## src/rtl/width_conv_fifo_pkg.sv

```systemverilog
// Shared definitions for width-converting NoC interface blocks: conversion
// mode, width/ratio derivation and saturating statistics counter helper.
package width_conv_fifo_pkg;

    typedef enum logic [1:0] {
        MODE_PASS   = 2'd0,
        MODE_EXPAND = 2'd1,
        MODE_SHRINK = 2'd2
    } conv_mode_e;

    localparam logic [31:0] CNT_MAX = 32'hFFFF_FFFF;

    function automatic int unsigned wide_width(input int unsigned in_w, input int unsigned out_w);
        return (in_w > out_w) ? in_w : out_w;
    endfunction

    function automatic int unsigned conv_ratio(input int unsigned in_w, input int unsigned out_w);
        return (in_w > out_w) ? (in_w / out_w) : (out_w / in_w);
    endfunction

    function automatic conv_mode_e conv_mode(input int unsigned in_w, input int unsigned out_w);
        return (out_w > in_w) ? MODE_EXPAND : ((in_w > out_w) ? MODE_SHRINK : MODE_PASS);
    endfunction

    // Index width for a counter over n states; never zero so ratio 1 still builds.
    function automatic int unsigned idx_bits(input int unsigned n);
        return (n > 1) ? $clog2(n) : 1;
    endfunction

    function automatic logic [31:0] sat_inc(input logic [31:0] v, input logic en);
        return (en && (v != CNT_MAX)) ? (v + 32'd1) : v;
    endfunction

endpackage

```

## src/rtl/sync_fifo_mem.sv

```systemverilog
// WIDTH x 2**ADDR_BITS storage with one write port and a registered read port;
// a same-address write is forwarded so a read of an empty FIFO sees the new word.
module sync_fifo_mem
    import width_conv_fifo_pkg::*;
#(
    parameter int WIDTH     = 32,
    parameter int ADDR_BITS = 5
) (
    input  logic                 clk,
    input  logic                 reset,
    input  logic                 wr_en,
    input  logic [ADDR_BITS-1:0] wr_addr,
    input  logic [WIDTH-1:0]     wr_data,
    input  logic                 rd_en,
    input  logic [ADDR_BITS-1:0] rd_addr,
    output logic [WIDTH-1:0]     rd_data
);

    localparam int DEPTH = 1 << ADDR_BITS;

    logic [WIDTH-1:0] mem_q [DEPTH];
    logic [WIDTH-1:0] rd_data_q;
    logic [WIDTH-1:0] rd_data_d;

    // Storage array write port; contents need no reset since pointers gate validity.
    always_ff @(posedge clk) begin
        if (wr_en) begin
            mem_q[wr_addr] <= wr_data;
        end
    end

    // Read data selection with write-through for the empty case.
    always_comb begin
        rd_data_d = rd_data_q;
        if (rd_en) begin
            rd_data_d = (wr_en && (wr_addr == rd_addr)) ? wr_data : mem_q[rd_addr];
        end else begin
            rd_data_d = rd_data_q;
        end
    end

    // Read data register.
    always_ff @(posedge clk) begin
        if (reset) begin
            rd_data_q <= {WIDTH{1'b0}};
        end else begin
            rd_data_q <= rd_data_d;
        end
    end

    assign rd_data = rd_data_q;

endmodule

```

## src/rtl/width_conv_fifo.sv

```systemverilog
// Width-converting FIFO: packs narrow input words (EXPAND), splits wide stored
// words into output slices (SHRINK) or passes through, with statistics counters.
module width_conv_fifo
    import width_conv_fifo_pkg::*;
#(
    parameter int IN_WIDTH  = 32,
    parameter int OUT_WIDTH = 32,
    parameter int ADDR_BITS = 5
) (
    input  logic                 clk,
    input  logic                 reset,
    input  logic [IN_WIDTH-1:0]  d_a,
    input  logic                 vld_a,
    output logic                 rdy_a,
    output logic [OUT_WIDTH-1:0] d_b,
    output logic                 vld_b,
    input  logic                 rdy_b,
    input  logic                 is_done_mode_user,
    output logic [31:0]          full_cnt,
    output logic [31:0]          empty_cnt,
    output logic [31:0]          read_cnt,
    output logic [ADDR_BITS:0]   occupancy
);

    localparam int         WIDE      = int'(wide_width(IN_WIDTH, OUT_WIDTH));
    localparam int         RATIO     = int'(conv_ratio(IN_WIDTH, OUT_WIDTH));
    localparam conv_mode_e MODE      = conv_mode(IN_WIDTH, OUT_WIDTH);
    localparam int         IN_RATIO  = (MODE == MODE_EXPAND) ? RATIO : 1;
    localparam int         OUT_RATIO = (MODE == MODE_SHRINK) ? RATIO : 1;
    localparam int         PW        = int'(idx_bits(IN_RATIO));
    localparam int         SW        = int'(idx_bits(OUT_RATIO));

    localparam logic [PW-1:0]        PACK_LAST  = PW'(IN_RATIO - 1);
    localparam logic [PW-1:0]        PACK_ONE   = PW'(1);
    localparam logic [SW-1:0]        SLICE_LAST = SW'(OUT_RATIO - 1);
    localparam logic [SW-1:0]        SLICE_ONE  = SW'(1);
    localparam logic [ADDR_BITS-1:0] PTR_ONE    = ADDR_BITS'(1);
    localparam logic [ADDR_BITS:0]   OCC_ONE    = {{ADDR_BITS{1'b0}}, 1'b1};
    localparam logic [ADDR_BITS:0]   OCC_ZERO   = {(ADDR_BITS + 1){1'b0}};
    localparam logic [ADDR_BITS:0]   OCC_FULL   = {1'b1, {ADDR_BITS{1'b0}}};

    logic [PW-1:0]        pack_cnt_q, pack_cnt_d;
    logic [WIDE-1:0]      pack_q, pack_d;
    logic [ADDR_BITS-1:0] wr_ptr_q, wr_ptr_d, rd_ptr_q, rd_ptr_d;
    logic [ADDR_BITS:0]   occ_q, occ_d;
    logic                 out_vld_q, out_vld_d;
    logic [SW-1:0]        slice_q, slice_d;
    logic [31:0]          full_cnt_q, full_cnt_d, empty_cnt_q, empty_cnt_d, read_cnt_q, read_cnt_d;

    logic                 rdy_a_s, acc_a_s, xfer_b_s, wr_en_s, rd_en_s, load_s;
    logic [WIDE-1:0]      wr_data_s, rd_data_s;
    logic [OUT_WIDTH-1:0] d_b_s;

    // Input side: merge the incoming word into the packer at the current slot.
    always_comb begin
        rdy_a_s   = (occ_q != OCC_FULL);
        acc_a_s   = vld_a && rdy_a_s;
        wr_data_s = pack_q;
        for (int i = 0; i < IN_RATIO; i++) begin
            wr_data_s[i*IN_WIDTH +: IN_WIDTH] = (pack_cnt_q == PW'(i)) ? d_a : pack_q[i*IN_WIDTH +: IN_WIDTH];
        end
        wr_en_s    = acc_a_s && (pack_cnt_q == PACK_LAST);
        pack_cnt_d = pack_cnt_q;
        pack_d     = pack_q;
        if (wr_en_s) begin
            pack_cnt_d = {PW{1'b0}};
            pack_d     = {WIDE{1'b0}};
        end else if (acc_a_s) begin
            pack_cnt_d = pack_cnt_q + PACK_ONE;
            pack_d     = wr_data_s;
        end else begin
            pack_cnt_d = pack_cnt_q;
            pack_d     = pack_q;
        end
    end

    // Output stage reloads when idle or on its last slice; a write into an
    // empty store is read in the same cycle through the memory forwarding path.
    always_comb begin
        xfer_b_s  = out_vld_q && rdy_b;
        load_s    = !out_vld_q || (xfer_b_s && (slice_q == SLICE_LAST));
        rd_en_s   = load_s && ((occ_q != OCC_ZERO) || wr_en_s);
        out_vld_d = out_vld_q;
        slice_d   = slice_q;
        if (load_s) begin
            out_vld_d = rd_en_s;
            slice_d   = {SW{1'b0}};
        end else if (xfer_b_s) begin
            slice_d = slice_q + SLICE_ONE;
        end else begin
            slice_d = slice_q;
        end
        wr_ptr_d = wr_en_s ? (wr_ptr_q + PTR_ONE) : wr_ptr_q;
        rd_ptr_d = rd_en_s ? (rd_ptr_q + PTR_ONE) : rd_ptr_q;
        case ({wr_en_s, rd_en_s})
            2'b10:   occ_d = occ_q + OCC_ONE;
            2'b01:   occ_d = occ_q - OCC_ONE;
            default: occ_d = occ_q;
        endcase
    end

    // Output slice selection, least-significant slice first.
    always_comb begin
        d_b_s = rd_data_s[OUT_WIDTH-1:0];
        for (int i = 0; i < OUT_RATIO; i++) begin
            d_b_s = (slice_q == SW'(i)) ? rd_data_s[i*OUT_WIDTH +: OUT_WIDTH] : d_b_s;
        end
    end

    // Statistics counters: saturating, frozen while the user done mode is set.
    always_comb begin
        full_cnt_d  = sat_inc(full_cnt_q,  vld_a && !rdy_a_s && !is_done_mode_user);
        empty_cnt_d = sat_inc(empty_cnt_q, rdy_b && !out_vld_q && !is_done_mode_user);
        read_cnt_d  = sat_inc(read_cnt_q,  xfer_b_s && !is_done_mode_user);
    end

    // State registers.
    always_ff @(posedge clk) begin
        if (reset) begin
            pack_cnt_q  <= {PW{1'b0}};
            pack_q      <= {WIDE{1'b0}};
            wr_ptr_q    <= {ADDR_BITS{1'b0}};
            rd_ptr_q    <= {ADDR_BITS{1'b0}};
            occ_q       <= OCC_ZERO;
            out_vld_q   <= 1'b0;
            slice_q     <= {SW{1'b0}};
            full_cnt_q  <= 32'd0;
            empty_cnt_q <= 32'd0;
            read_cnt_q  <= 32'd0;
        end else begin
            pack_cnt_q  <= pack_cnt_d;
            pack_q      <= pack_d;
            wr_ptr_q    <= wr_ptr_d;
            rd_ptr_q    <= rd_ptr_d;
            occ_q       <= occ_d;
            out_vld_q   <= out_vld_d;
            slice_q     <= slice_d;
            full_cnt_q  <= full_cnt_d;
            empty_cnt_q <= empty_cnt_d;
            read_cnt_q  <= read_cnt_d;
        end
    end

    sync_fifo_mem #(
        .WIDTH     (WIDE),
        .ADDR_BITS (ADDR_BITS)
    ) u_mem (
        .clk     (clk),
        .reset   (reset),
        .wr_en   (wr_en_s),
        .wr_addr (wr_ptr_q),
        .wr_data (wr_data_s),
        .rd_en   (rd_en_s),
        .rd_addr (rd_ptr_q),
        .rd_data (rd_data_s)
    );

    assign rdy_a     = rdy_a_s;
    assign d_b       = d_b_s;
    assign vld_b     = out_vld_q;
    assign occupancy = occ_q;
    assign full_cnt  = full_cnt_q;
    assign empty_cnt = empty_cnt_q;
    assign read_cnt  = read_cnt_q;

endmodule

```

## config.mk

```make
export PLATFORM = sky130hd
export DESIGN_NAME = width_conv_fifo
export DESIGN_NICKNAME = d
export VERILOG_FILES = /design/src/rtl/width_conv_fifo_pkg.sv /design/src/rtl/sync_fifo_mem.sv /design/src/rtl/width_conv_fifo.sv
export SDC_FILE = /design/constraint.sdc
export NUM_CORES = 1
export LEC_CHECK = 0
export CAP_MARGIN = 40
export CORE_MARGIN = 1
export CORE_UTILIZATION = 55
export CTS_CLUSTER_DIAMETER = 120
export DETAILED_ROUTE_END_ITERATION = 12
export GPL_TIMING_DRIVEN = 0
export MAX_ROUTING_LAYER = met4
export PLACE_DENSITY = 0.73
export SLEW_MARGIN = 20
export SYNTH_ARGS = -nofsm -noshare
export SYNTH_HDL_FRONTEND = slang
export SYNTH_SLANG_ARGS = --single-unit
```

## constraint.sdc

```tcl
create_clock -name clk -period 5.51 [get_ports clk]
set_clock_uncertainty 0.1 [all_clocks]
set_input_delay 1.653 -clock clk [delete_from_list [all_inputs] [get_ports clk]]
set_output_delay 1.653 -clock clk [all_outputs]
set_load 0.01 [all_outputs]
```

Word-level counts from Yosys, hierarchy flattened:

Memory sizes are Yosys's and may differ from the RTL's. A register that Yosys moved wholly into a read port is not among the register bits.
Cells that the tools add are included.

* $add $sub $neg: 9
* $mul: 0
* div/mod/pow operators: 0
* order comparisons: 0
* equal/unequal tests: 6
* shift-type cells: 0
* muxes and demuxes: 4
* bitwise logic cells: 2
* reduce and logical (&&, ||, !) cells: 22

Operators with widths (count)
* adder 32 x 1 -> 32 bit, second input constant: 3
* inequality test 32 bit, second input constant: 3
* 2-to-1 mux 32 bit: 1
* logical AND 1 bit: 13
* one-hot mux 6 bit (2 select lines): 1
* adder 5 x 1 -> 5 bit, second input constant: 2
* adder 6 x 1 -> 6 bit, second input constant: 1
* inequality test 6 bit, second input constant: 1
* nonzero test 6 bit: 1
* subtractor 6 x 1 -> 6 bit, second input constant: 1
* OR reduction 2 bit: 2
* zero test 1 bit: 3
* adder 1 bit, second input constant: 2
* equality test 2 x 1 -> 1 bit, second input constant: 1
* equality test 2 bit, second input constant: 1
* logical OR 1 bit: 2
* 2-to-1 mux 1 bit: 2
* NOT 1 bit: 2
* nonzero test 2 bit: 1

* bits in registers: 147
* latch bits: 0
* bits in writable memories: 1024
* memory bits (read-only): 0
* bits of input ports: 37
* output and inout bits: 136
* logic and storage cells: 54
* memories kept: 1

Memory list
* u_mem.mem_q: words 32, width 32, read ports 1, clocked after Yosys merged registers in 1, write ports 1, RTL line sync_fifo_mem.sv:21 `logic [WIDTH-1:0] mem_q [DEPTH];`

Longest topological paths before layout:

Gate-level depths: netlist (run 1).

* word-level depth: 7
* depth in mapped cells: 14

Modules after synthesis:

From an unflattened synthesis (run 1), not the netlist that was laid out.

* cell total of the unflattened synthesis: 2646
* area, all modules: 47712.0 sq um

By module, submodules not included
* sync_fifo_mem: times used 1, cells each 1826, area each 40636.5 sq um
* width_conv_fifo: times used 1, cells each 820, area each 7075.5 sq um

Worst setup path after synthesis (run 1):

Ideal clock, no wire load.

* path kind: input -> register
* start point: input port vld_a
* end point: register occ_q[4], in the netlist occupancy[4]
* setup time: 0.070 ns
* arrival time: 4.258 ns
* data required time: 5.340 ns
* setup slack: 1.081 ns
* stages on the path: 12
* path buffers: 1
* cell sequence: nor2b_1 nor4_4 nor2_1 clkbuf_1 ha_1 inv_1 fa_1 nor2b_1 o21a_1 nor3_1 or3b_2 a21oi_1

* cells in the longest elaborated chain, start to end: 6
* elaborated cells on any way between the ends: 8
* those cells by class: 2 x eq/ne; 1 x mux; 5 x reduce/logical

Ends and longest elaborated chain
* start, declared: RTL line width_conv_fifo.sv:13 `input logic vld_a,`
* logical AND 1 bit (*): RTL line width_conv_fifo.sv:57 `acc_a_s = vld_a && rdy_a_s;`
* logical AND 1 bit (*): RTL line width_conv_fifo.sv:62 `wr_en_s = acc_a_s && (pack_cnt_q == PACK_LAST);`
* logical OR 1 bit (*): RTL line width_conv_fifo.sv:82 `rd_en_s = load_s && ((occ_q != OCC_ZERO) || wr_en_s);`
* logical AND 1 bit (*): RTL line width_conv_fifo.sv:82
* net rd_en_s: RTL line width_conv_fifo.sv:50 `logic rdy_a_s, acc_a_s, xfer_b_s, wr_en_s, rd_en_s, load_s;`
* equality test 2 x 1 -> 1 bit or equality test 2 bit (tied branches): RTL line width_conv_fifo.sv:95 `case ({wr_en_s, rd_en_s})`
* one-hot mux 6 bit (2 select lines) or nonzero test 2 bit (tied branches)
* end signal, assigned: RTL line width_conv_fifo.sv:124 `occ_q <= OCC_ZERO;`
* end signal, assigned: RTL line width_conv_fifo.sv:135 `occ_q <= occ_d;`
* end, declared: RTL line width_conv_fifo.sv:45 `logic [ADDR_BITS:0] occ_q, occ_d;`

The timed path passes the listed nets; every way through them passes the cells marked *.
A chain may end at the register's enable or synchronous reset.

Final worst setup path (run 1):

* start point: input port rdy_b
* end point: register occ_q[4], in the netlist occupancy[4]

* cells in the longest elaborated chain, start to end: 6
* elaborated cells on any way between the ends: 8
* those cells by class: 2 x eq/ne; 1 x mux; 5 x reduce/logical

Ends and longest elaborated chain
* start, declared: RTL line width_conv_fifo.sv:17 `input logic rdy_b,`
* logical AND 1 bit (*): RTL line width_conv_fifo.sv:80 `xfer_b_s = out_vld_q && rdy_b;`
* logical AND 1 bit (*): RTL line width_conv_fifo.sv:81 `load_s = !out_vld_q || (xfer_b_s && (slice_q == SLICE_LAST));`
* logical OR 1 bit (*): RTL line width_conv_fifo.sv:81
* logical AND 1 bit (*): RTL line width_conv_fifo.sv:82
* net rd_en_s: RTL line width_conv_fifo.sv:50
* equality test 2 x 1 -> 1 bit or equality test 2 bit (tied branches): RTL line width_conv_fifo.sv:95
* one-hot mux 6 bit (2 select lines) or nonzero test 2 bit (tied branches)

Marks and branches as above.

==> out/qor_table.md, run 1 <==
| Quantity | This run |
|:---|:---|
| Reg2reg setup slack | 1.41 ns |
| Crit. path cell count | 11 |
| Launching element type of the critical path | input port |
| Routed vias | 28100 |
| DRC | 0 |
| Fraction of registers with async set/reset | 0% |
| Sink Count | 1203 |
| Power per cell area | 422 nW/um2 |
| H-tree depth | 3 |
| HPWL after detailed placement | 81.2 mm |
| Number of I/O pins | 173 |
| Min Clock Period, post-route | 4.75 ns |
| Routed wire length | 125 mm |
| Max-Slew Margin vs Limit | 39.3% |
| Final Hold Viols | 0 |
| Cell area after technology mapping | 47600 um2 |
| Die outline area | 87800 um2 |
| Global-route total usage across every layer | 29.5% |
| Reg2Reg Launch Point | occupancy[0] |
| CTS tree | yes |
| Pin count of the biggest net entering global routing | 34 |
| Critical path's largest stage delay | 0.76 ns |
| Core Region | 85400 um2 |
| Clk pin slew, worst setup/hold paths | 0.07 ns |
| Max-cap violations | 0 |
| Startpoint of the tightest hold check path | slice_q |
| Final setup margin | 0.758 ns |
| Post-synth top area cell | edfxtp_1 |
| Critical Setup Path Class | input port to flop |
| Cell-by-cell trace of the critical path | clkdlybuf4s50_1 > a21boi_1 > nor2_1 > clkbuf_1 > ha_1 > ha_1 > nor2b_1 > o21a_1 > o21ai_0 > or3b_2 > a21oi_1 |
| Critical Path Source | rdy_b |
| Number of distinct library cells after synthesis | 73 |
| Ranking of synthesized cells by area | edfxtp_1 (65%), mux4_2 (9.1%), dfxtp_1 (7.5%) |
| Final number of max-transition violations | 0 |
| Remaining number of nets flagged by the antenna check after routing | 0 |
| Number of buffers inserted during clock tree synthesis | 116 |
| Root Buffer | clkbuf_16 |
| Required time at the endpoint of the critical path | 6.02 ns |
| Clock latency of the later-clocked register in the worst-skew pair | 0.70 ns |
| Most used flip-flop cell after synthesis | edfxtp_1 |
| Drt wl/cell | 28.7 um |
| Result of the run | finished clean |
| Antenna violations before repair | 4 |
| Depth of the worst hold-timing path | 2 |
| Net count after synthesis | 2803 |
| Worst-Margin Slew | 0.911 ns |
| Gate count of the mapped netlist | 2752 |
| Max clock buf depth | 3 |
| Post-Layout Inst Area | 56000 um2 |
| Terminus of the critical flop-to-flop path | occupancy[4] |
| Most used cell along the critical path | ha_1 |
| Via count normalized by instance count | 6.47 |
| Setup repair after global routing missed its margin | false |
| Sum of buffers and inverters on the critical path | 2 |
| Final period util | 86.2% |
| Data arrival time at the worst-slack endpoint | 5.26 ns |
| Synth-to-layout area growth | 17.6% |
| CP delay by family, top | compound AO/OA/AOI/OAI gates |
| Width of the die | 296 um |
| Count of TritonRoute iterations in the first routing pass | 6 |
| Yosys warnings | 0 |
| Worst vdd rail ir drop | 0.310 mV |
| Maximum clock frequency | 0.210 GHz |
| Kind of path behind the tightest hold check | flop to flop |
| PostCTS Resize Cnt | 0 |
| Synth Area per Inst | 17.3 um2 |
| Placed instance area | 52000 um2 |
| Number of global-route vias before repair | 27900 |
| RePlAce Congestion | 0.898 |
| Share of final-layout standard cells stronger than drive strength 1 | 19.4% |
| Starting density of the core | 55.8% |
| Hold_buf cts | 0 |
| Number of design-rule violations left by the first detailed-router iteration | 3149 |
| Critical Path Sink Type | flop |
| Die height | 296 um |
| Worst hold endpoint | slice_q |
| Proportion of netlist area held by the largest area contributor | 64.6% |
| Count of endpoints failing setup in the final report | 0 |
| Total setup buffers inserted after CTS | 0 |
| Count of port buffers added during placement | 171 |
| Max Fanout on Critical Path | 7 |
| Cell with the largest stage delay on the worst path | a21boi_1 |
| Global-route wire length before repair | 182 mm |
| Cell Rows | 107 |
| Flops & latches, synth | 1203 |
| Total leakage power | 17.6 nW |
| Number of nets in the layout | 3140 |
| Reg2reg path depth | 12 |
| Worst setup timing slack at the placement stage | 0.173 ns |
| Most common library cell in the layout ignoring fill and taps | edfxtp_1 |
| GRT Residual Overflow | 0 |
| Most used cells in the layout excluding fill and tap cells | edfxtp_1 (1024), mux4_2 (192), dfxtp_1 (179), clkdlybuf4s50_1 (171), clkbuf_1 (141) |
| Post-synthesis sequential area ratio | 72.1% |
| Number of synthesized flops with an enable pin | 1024 |
==> layer usage <==
metal  vias to the layer above  track usage, %  wire [um]
met5                         -               -          0
met4                         0            11.4       4950
met3                       322            4.67      10800
met2                      1509            45.7      60400
met1                     14300            39.7      48600
li1                      11900               -          -
==> how the worst max path moves through the flow <==
stage	to	slack (ns)
4_1_cts	occupancy[4]	0.85
6_report	occupancy[4]	0.76
2_1_floorplan	occupancy[4]	1.08
3_5_place_dp	occupancy[4]	0.17
5_1_grt	occupancy[4]	0.67
3_3_place_gp	u_mem.mem_q[23][7]	-1.12
==> Yosys cell counts, drive strengths merged, types with 15 or more instances <==
cell type  instances
edfxtp          1024
mux4             192
dfxtp            179
clkbuf           111
mux2i            102
nor2             100
nand2             99
nand3             87
a21oi             77
mux2              75
buf               61
a22oi             46
and3              45
inv               44
o31ai             44
nand4             43
or4               43
a211oi            36
o221ai            35
or3               33
o21ai             28
a21o              18
a22o              18
o22ai             18
nor2b             17
nor3              17
nor4              16
a311oi            15
==> through the flow <==
step                hold slack, ns  util (%)  TNS [ns]  power [W]  instances
floorplan                    0.314         -         0     0.0138       2752
global placement             0.334      59.4   -905.96     0.0154       4067
detailed placement           0.328      60.9         0     0.0156       4111
CTS                          0.345      65.5         0     0.0237       4333
global route                 0.381      65.6         0     0.0244       4340
finish                       0.345      65.6         0     0.0236       4341
==> cell families (layout without fill, tap and decap cells) <==
| group | after synthesis | count (layout) | share of synthesized area [%] |
|---|---|---|---|
| simple gates | 544 | 544 | 6.33 |
| buf+inv | 216 | 657 | 1.91 |
| fa+ha+maj | 14 | 14 | 0.384 |
| flops | 1203 | 1203 | 72.1 |
| compound gates | 389 | 389 | 5.97 |
| mux | 369 | 369 | 13.0 |
| other cells | 0 | 4 | 0 |
| xor+xnor | 17 | 17 | 0.313 |
==> sequential cells by signal, indices dropped and copies added (netlist names) <==
signal,count
wr_ptr_q,5
occupancy,6
u_mem.rd_data,32
slice_q,1
rd_ptr_q,5
empty_cnt,32
full_cnt,32
u_mem.mem_q,1024
pack_q,32
pack_cnt_q,1
vld_b,1
read_cnt,32
==> area by class of cell <==
class	count	area [um2]
diodes	4	10.0
plain buffers	172	743
clock buffers	157	3170
clock inverters	65	783
fillers	5729	29400
inverters	44	168
multi-input cells	1333	12600
flip-flops and latches	1203	34300
well taps	1144	1430
repair buffers	219	2740
==> tightest hold or removal path, delay by kind of cell (launching register included) <==
kind	cells	cell delay (ns)
flops	1	0.31
simple gates	2	0.10
==> where the power goes <==
part	switching [W]	internal, W	leakage [nW]	total, W
clock network	0.00346	0.00468	1.91	0.00814
logic	0.00295	0.00228	5.06	0.00522
registers	0.000164	0.0101	10.7	0.0103
total	0.00657	0.0171	17.6	0.0236
(Power assumes the default switching activity.)
==> inputs of run 2 (changes only) <==
--- a/config.mk
+++ b/config.mk
@@ -5,14 +5,14 @@
 export SDC_FILE = /design/constraint.sdc
 export NUM_CORES = 1
 export LEC_CHECK = 0
-export CAP_MARGIN = 40
+export CORE_ASPECT_RATIO = 0.9
 export CORE_MARGIN = 1
-export CORE_UTILIZATION = 55
+export CORE_UTILIZATION = 50
 export CTS_CLUSTER_DIAMETER = 120
 export DETAILED_ROUTE_END_ITERATION = 12
 export GPL_TIMING_DRIVEN = 0
 export MAX_ROUTING_LAYER = met4
-export PLACE_DENSITY = 0.73
+export PLACE_DENSITY = 0.67
 export SLEW_MARGIN = 20
 export SYNTH_ARGS = -nofsm -noshare
 export SYNTH_HDL_FRONTEND = slang
==> out/qor_table.md, run 2 (same netlist as run 1, synthesis figures left out) <==
| Quantity | This run | Delta |
|:---|:---|:---|
| Die height | 295 um | -0.50% |
| Count of port buffers added during placement | 171 | unchanged |
| Min Clock Period, post-route | 5.11 ns | +0.356 ns |
| HPWL after detailed placement | 82.6 mm | +1.8% |
| Critical path's largest stage delay | 0.61 ns | -0.15 ns |
| Number of I/O pins | 173 | unchanged |
| Launching element type of the critical path | input port |  |
| Max-cap violations | 0 | unchanged |
| Maximum clock frequency | 0.196 GHz | -7.0% |
| CTS tree | yes |  |
| Kind of path behind the tightest hold check | flop to flop |  |
| Data arrival time at the worst-slack endpoint | 5.60 ns | +0.34 ns |
| Cell-by-cell trace of the critical path | clkdlybuf4s50_1 > nor2b_1 > nor4_4 > nor2_1 > clkbuf_2 > ha_1 > inv_1 > fa_1 > nor2b_1 > o21a_1 > nor3_1 > or3b_2 > a21oi_1 |  |
| Final core area utilization | 58.9% | -6.6 points |
| Routed wire length | 126 mm | +0.80% |
| Total leakage power | 17.5 nW | -1.1% |
| Sink Count | 1203 | unchanged |
| Register bank with the most flops | u_mem.mem_q |  |
| Critical Setup Path Class | input port to flop |  |
| RePlAce Congestion | 0.917 | +2.2% |
| Antenna violations before repair | 7 | +3 |
| Root Buffer | clkbuf_16 |  |
| Clk pin slew, worst setup/hold paths | 0.06 ns | about the same |
| DRC | 0 | unchanged |
| Share of final-layout standard cells stronger than drive strength 1 | 18.7% | -0.67 points |
| Core Region | 94500 um2 | +11% |
| Final period util | 92.7% | +6.5 points |
| Most used cell along the critical path | nor2b_1 |  |
| Cell with the largest stage delay on the worst path | nor2_1 |  |
| Hold_buf cts | 0 | unchanged |
| Setup repair after global routing missed its margin | false |  |
| Starting density of the core | 50.4% | -5.4 points |
| Result of the run | finished clean |  |
| Summed negative setup slack over all endpoints | 0 ns | unchanged |
| Number of design-rule violations left by the first detailed-router iteration | 3264 | +3.7% |
| Via count normalized by instance count | 6.28 | -2.8% |
| Max Fanout on Critical Path | 10 | +3 |
| Total setup buffers inserted after CTS | 0 | unchanged |
| Cell Rows | 107 | unchanged |
| Power per cell area | 414 nW/um2 | -1.8% |
| Worst-Margin Slew | 1.06 ns | +0.147 ns |
| PnR Total Power | 0.0231 W | -2.4% |
| Most common library cell in the layout ignoring fill and taps | edfxtp_1 |  |
| CP delay by family, top | simple AND/OR/NAND/NOR gates |  |
| Pin count of the biggest net entering global routing | 34 | unchanged |
| GRT Residual Overflow | 0 | unchanged |
| Die outline area | 96500 um2 | +9.9% |
| Max-Slew Margin vs Limit | 29.4% | -9.8 points |
| Fill cells | 6997 | +22% |
| Required time at the endpoint of the critical path | 6.00 ns | -0.02 ns |
| Number of buffers inserted during clock tree synthesis | 115 | -0.86% |
| Count of endpoints failing setup in the final report | 0 | unchanged |
| Flip-flop count of the largest register after layout | 1024 | unchanged |
| Final number of max-transition violations | 0 | unchanged |
| Reg2reg path depth | 12 | unchanged |
| Most used cells in the layout excluding fill and tap cells | edfxtp_1 (1024), mux4_2 (192), dfxtp_1 (179), clkdlybuf4s50_1 (171), clkbuf_1 (140) |  |
| Crit. path cell count | 13 | +2 |
| Width of the die | 327 um | +10% |
| Global-route total usage across every layer | 26.7% | -2.8 points |
| Synth-to-layout area growth | 17.0% |  |
| Depth of the worst hold-timing path | 2 | unchanged |
| Number of nets in the layout | 3126 | -0.45% |
| Critical Path Sink Type | flop |  |
| Remaining number of nets flagged by the antenna check after routing | 0 | unchanged |
| Worst vdd rail ir drop | 0.361 mV | +16% |
| Final Hold Viols | 0 | unchanged |
| H-tree depth | 3 | unchanged |
| Clock latency of the later-clocked register in the worst-skew pair | 0.69 ns | about the same |
| Number of global-route vias before repair | 27500 | -1.6% |
| Count of TritonRoute iterations in the first routing pass | 8 | +2 |
| Global-route wire length before repair | 182 mm | +0.25% |
| Routed vias | 27900 | -0.72% |
| Sum of buffers and inverters on the critical path | 3 | +1 |
| Max clock buf depth | 3 | unchanged |
| Drt wl/cell | 28.4 um | -1.3% |
[run 2: cell count changes in the layout (fill, tap and decap cells not counted), sizes merged]
| cell | previous run | this run |
|---|---|---|
| buf | 109 | 95 |
| inv | 49 | 47 |
| bufinv | 13 | 6 |
| clkinv | 39 | 43 |
| diode | 4 | 8 |
| clkinvlp | 8 | 3 |
| clkbuf | 268 | 272 |
[run 2: power by group]
part | total (W) | switching, W | internal [W]
Combinational | 0.00516 | 0.00294 | 0.00222
Clock | 0.00764 | 0.00332 | 0.00433
Sequential | 0.0103 | 0.000165 | 0.0101
Total | 0.0231 | 0.00642 | 0.0167
[run 2: area by class of cell]
type | count | area (um2) | share of cell area [%]
Sequential cell | 1203 | 34300 | 61.6
Multi-Input combinational cell | 1333 | 12600 | 22.7
Clock buffer | 160 | 3210 | 5.76
Timing Repair Buffer | 206 | 2600 | 4.67
Tap cell | 1253 | 1570 | 2.81
Buffer | 172 | 747 | 1.34
Clock inverter | 55 | 420 | 0.755
Inverter | 44 | 168 | 0.301
Antenna cell | 8 | 20.0 | 0.0359
[run 2: through the flow]
stage / hold WS (ns) / worst slack (ns) / cell area [um2] / std cells
global placement: 0.335 / -1.21 / 50900 / 4176
floorplan: 0.314 / 1.08 / 47600 / 2752
CTS: 0.345 / 0.203 / 55700 / 4426
detailed placement: 0.330 / -0.482 / 52000 / 4211
global route: 0.355 / 0.288 / 55700 / 4433
finish: 0.342 / 0.402 / 55700 / 4434
[run 2: worst register-to-register path: cells and delay by family, from the launching register on]
kind	cells	cell delay, ns
fa+ha+maj	2	0.78
flops	1	0.38
simple gates	5	2.02
compound gates	3	0.48
buf+inv	2	0.58
[run 2: metal layers]
metal,track usage (%),wire [um],vias to the layer above
met5,-,0,-
met4,8.32,3790,0
met3,4.14,10400,245
met2,41.0,59600,1363
met1,37.1,51900,14400
li1,-,-,11900
[run 2: worst paths after layout]
check	from	end	slack, ns
max reg2reg	occupancy[0]	occupancy[4]	1.08
max	vld_a	occupancy[4]	0.40
min reg2reg	slice_q	slice_q	0.34
min	slice_q	slice_q	0.34
[run 2: timing repair]
item | in CTS | in global routing
endpoints found under the setup margin | 0 | 1
gates resized for setup | 0 | 4
endpoints found under the hold margin | 0 | 0
==> variant, RTL diff (flow settings as in run 1) <==
Change the parameter `IN_WIDTH` from 32 to 16.
--- a/src/rtl/width_conv_fifo.sv
+++ b/src/rtl/width_conv_fifo.sv
@@ -5,3 +5,3 @@
 #(
-    parameter int IN_WIDTH  = 32,
+    parameter int IN_WIDTH  = 16,
     parameter int OUT_WIDTH = 32,
Ports: changed (resized d_a); port bits go from 173 to 157. The function was not compared with the original's and may differ.
==> variant against run 1 <==
- the run now ends with design-rule violations left
- synthesized cell count is 0.40% higher
- non-clock buffer count is 18 higher
- total power is 0.25% lower
- design area is 0.47% higher
- sequential cell count stayed put
- combinational power is 2% lower
- first-iteration DRC count is 4.7% higher
- synthesized area is 0.26% lower
- hold slack better by 0.0035 ns
- cell count is 0.60% higher
- setup slack worse by 0.30 ns
- wire length is 1.7% higher
==> variant: results (changes against run 1) <==
Routing
  – Routed length on met2: 61.4 mm (+1.7%)
  – # DRC: 1 (+1)
  – Met1 WL: 47.6 mm (-2.0%)
  – First DRT Iteration DRCs: 3296 (+4.7%)
  – WL final: 127 mm (+1.7%)
  – DRT Pass-1 Iters: 9 (+3)

Worst setup path
  – Slowest-stage cell, CP: clkdlybuf4s50_1
  – Max FO, Critical Path: 10 (+3)
  – Startpoint of the worst register-to-register path: rd_ptr_q[0]
  – Delay-heaviest family, CP: buffers and inverters
  – Crit path from: occupancy[0]
  – FF-to-FF setup slack: 1.54 ns (+0.13 ns)
  – Setup crit end: rdy_a
  – CP max stage delay: 0.70 ns (-0.06 ns)
  – Critical path arrival: 3.30 ns (-1.96 ns)

Cells and area
  – Inverters: 60 (+36%)
  – Multi-input gates: 1335 (+0.15%)
  – Clock network area share: 6.79% (-0.26 points)
  – Total inserted antenna cells: 0 (-4)
  – Fin area: 56300 sq um (+0.47%)
  – Non-clk bufs: 409 (+4.6%)
  – Layout clock buffer count: 155 (-1.3%)
  – Sequential fraction of total cell area: 61.0% (-0.29 points)
  – Filler instances: 5646 (-1.4%)
  – Multi-input gate area: 12500 sq um (-0.83%)
  – Post-layout net count: 3159 (+0.61%)
  – Layout cells sized above 1: 17.9% (-1.4 points)

Global routing
  – Met2 usage in global routing: 46.7% (+0.94 points)
  – Met1 usage: 38.4% (-1.3 points)
  – Vias in the first global route: 27900 (+0.10%)
  – Total GRT Usage: 29.8% (+0.28 points)
  – Met3 GRT Util: 5.80% (+1.1 points)
  – Largest net degree at the start of global routing: 35 (+2.9%)
  – First-pass GRT wire length: 182 mm (about the same)

Synthesis
  – Commonest cells post-synth: 1024 x edfxtp_1, 192 x mux4_2, 179 x dfxtp_1
  – Synth top area cells: edfxtp_1 65%, mux4_2 9.1%, dfxtp_1 7.5%
  – Yosys cell types: 71 (-2.7%)
  – Seq/Total Area, Yosys: 72.3% (+0.19 points)
  – Mapped Nets: 2798 (-0.18%)

Place
  – Placed instance area: 52200 sq um (+0.35%)
  – Global placer's final weighted congestion: 0.928 (+3.4%)
  – Final HPWL DP: 86.4 mm (+6.4%)
  – Buffers added on ports: 155 (-9.4%)

CTS
  – Clock Latency Late Sink: 0.72 ns (+0.02 ns)
  – Cts repair resizes: 0 (unchanged)
  – Buffer depth of the longest clock path: 3 (unchanged)

Power and ir drop
  – Power Clock: 7930 uW (-2.6%)
  – Maximum vdd ir drop: 0.311 mV (+0.12%)
  – Total power: 23600 uW (-0.25%)
  – Logic power comb: 5100 uW (-2%)
  – Leakage: 0.0178 uW (+0.60%)

Run status
  – Outcome: complete, but fails checks
  – Violated checks: design-rule violations

Timing
  – Fmax: 198 MHz (-6.0%)
  – Rel. slew slack: 32.8% (-6.5 points)

Worst hold path
  – Hold endpoint: pack_q[20]
  – Hold path startpoint: pack_q[20]

Job
  – Max-cap violations: 0 (unchanged)
==> variant: cell count changes after synthesis, moves of 27 or more <==
cell,change
nor2_1,+27
mux2i_1,+48
a22oi_1,-27
mux2_2,-56
and3_1,-36
a2111oi_0,+32
nand3_1,-27
==> variant: logic make-up (layout without fill, tap and decap cells) <==
logic type,count (synthesis),count (layout),share of synthesized area (%)
multiplexers,357,357,12.6
buffers and inverters,225,685,2.05
flip-flops,1203,1203,72.3
AO/OA/AOI/OAI,451,451,6.76
adder cells (fa/ha/maj),14,14,0.385
AND/OR/NAND/NOR,478,478,5.25
XOR/XNOR,35,35,0.645
==> variant: through the flow <==
step	setup TNS (ns)	instances	setup slack [ns]	hold slack (ns)
final	0	4367	0.457	0.349
after global routing	0	4367	0.387	0.364
after CTS	0	4347	0.481	0.342
after detailed placement	0	4131	0.317	0.332
after global placement	-1207.27	4062	-1.45	0.318
after floorplan	0	2763	1.15	0.310
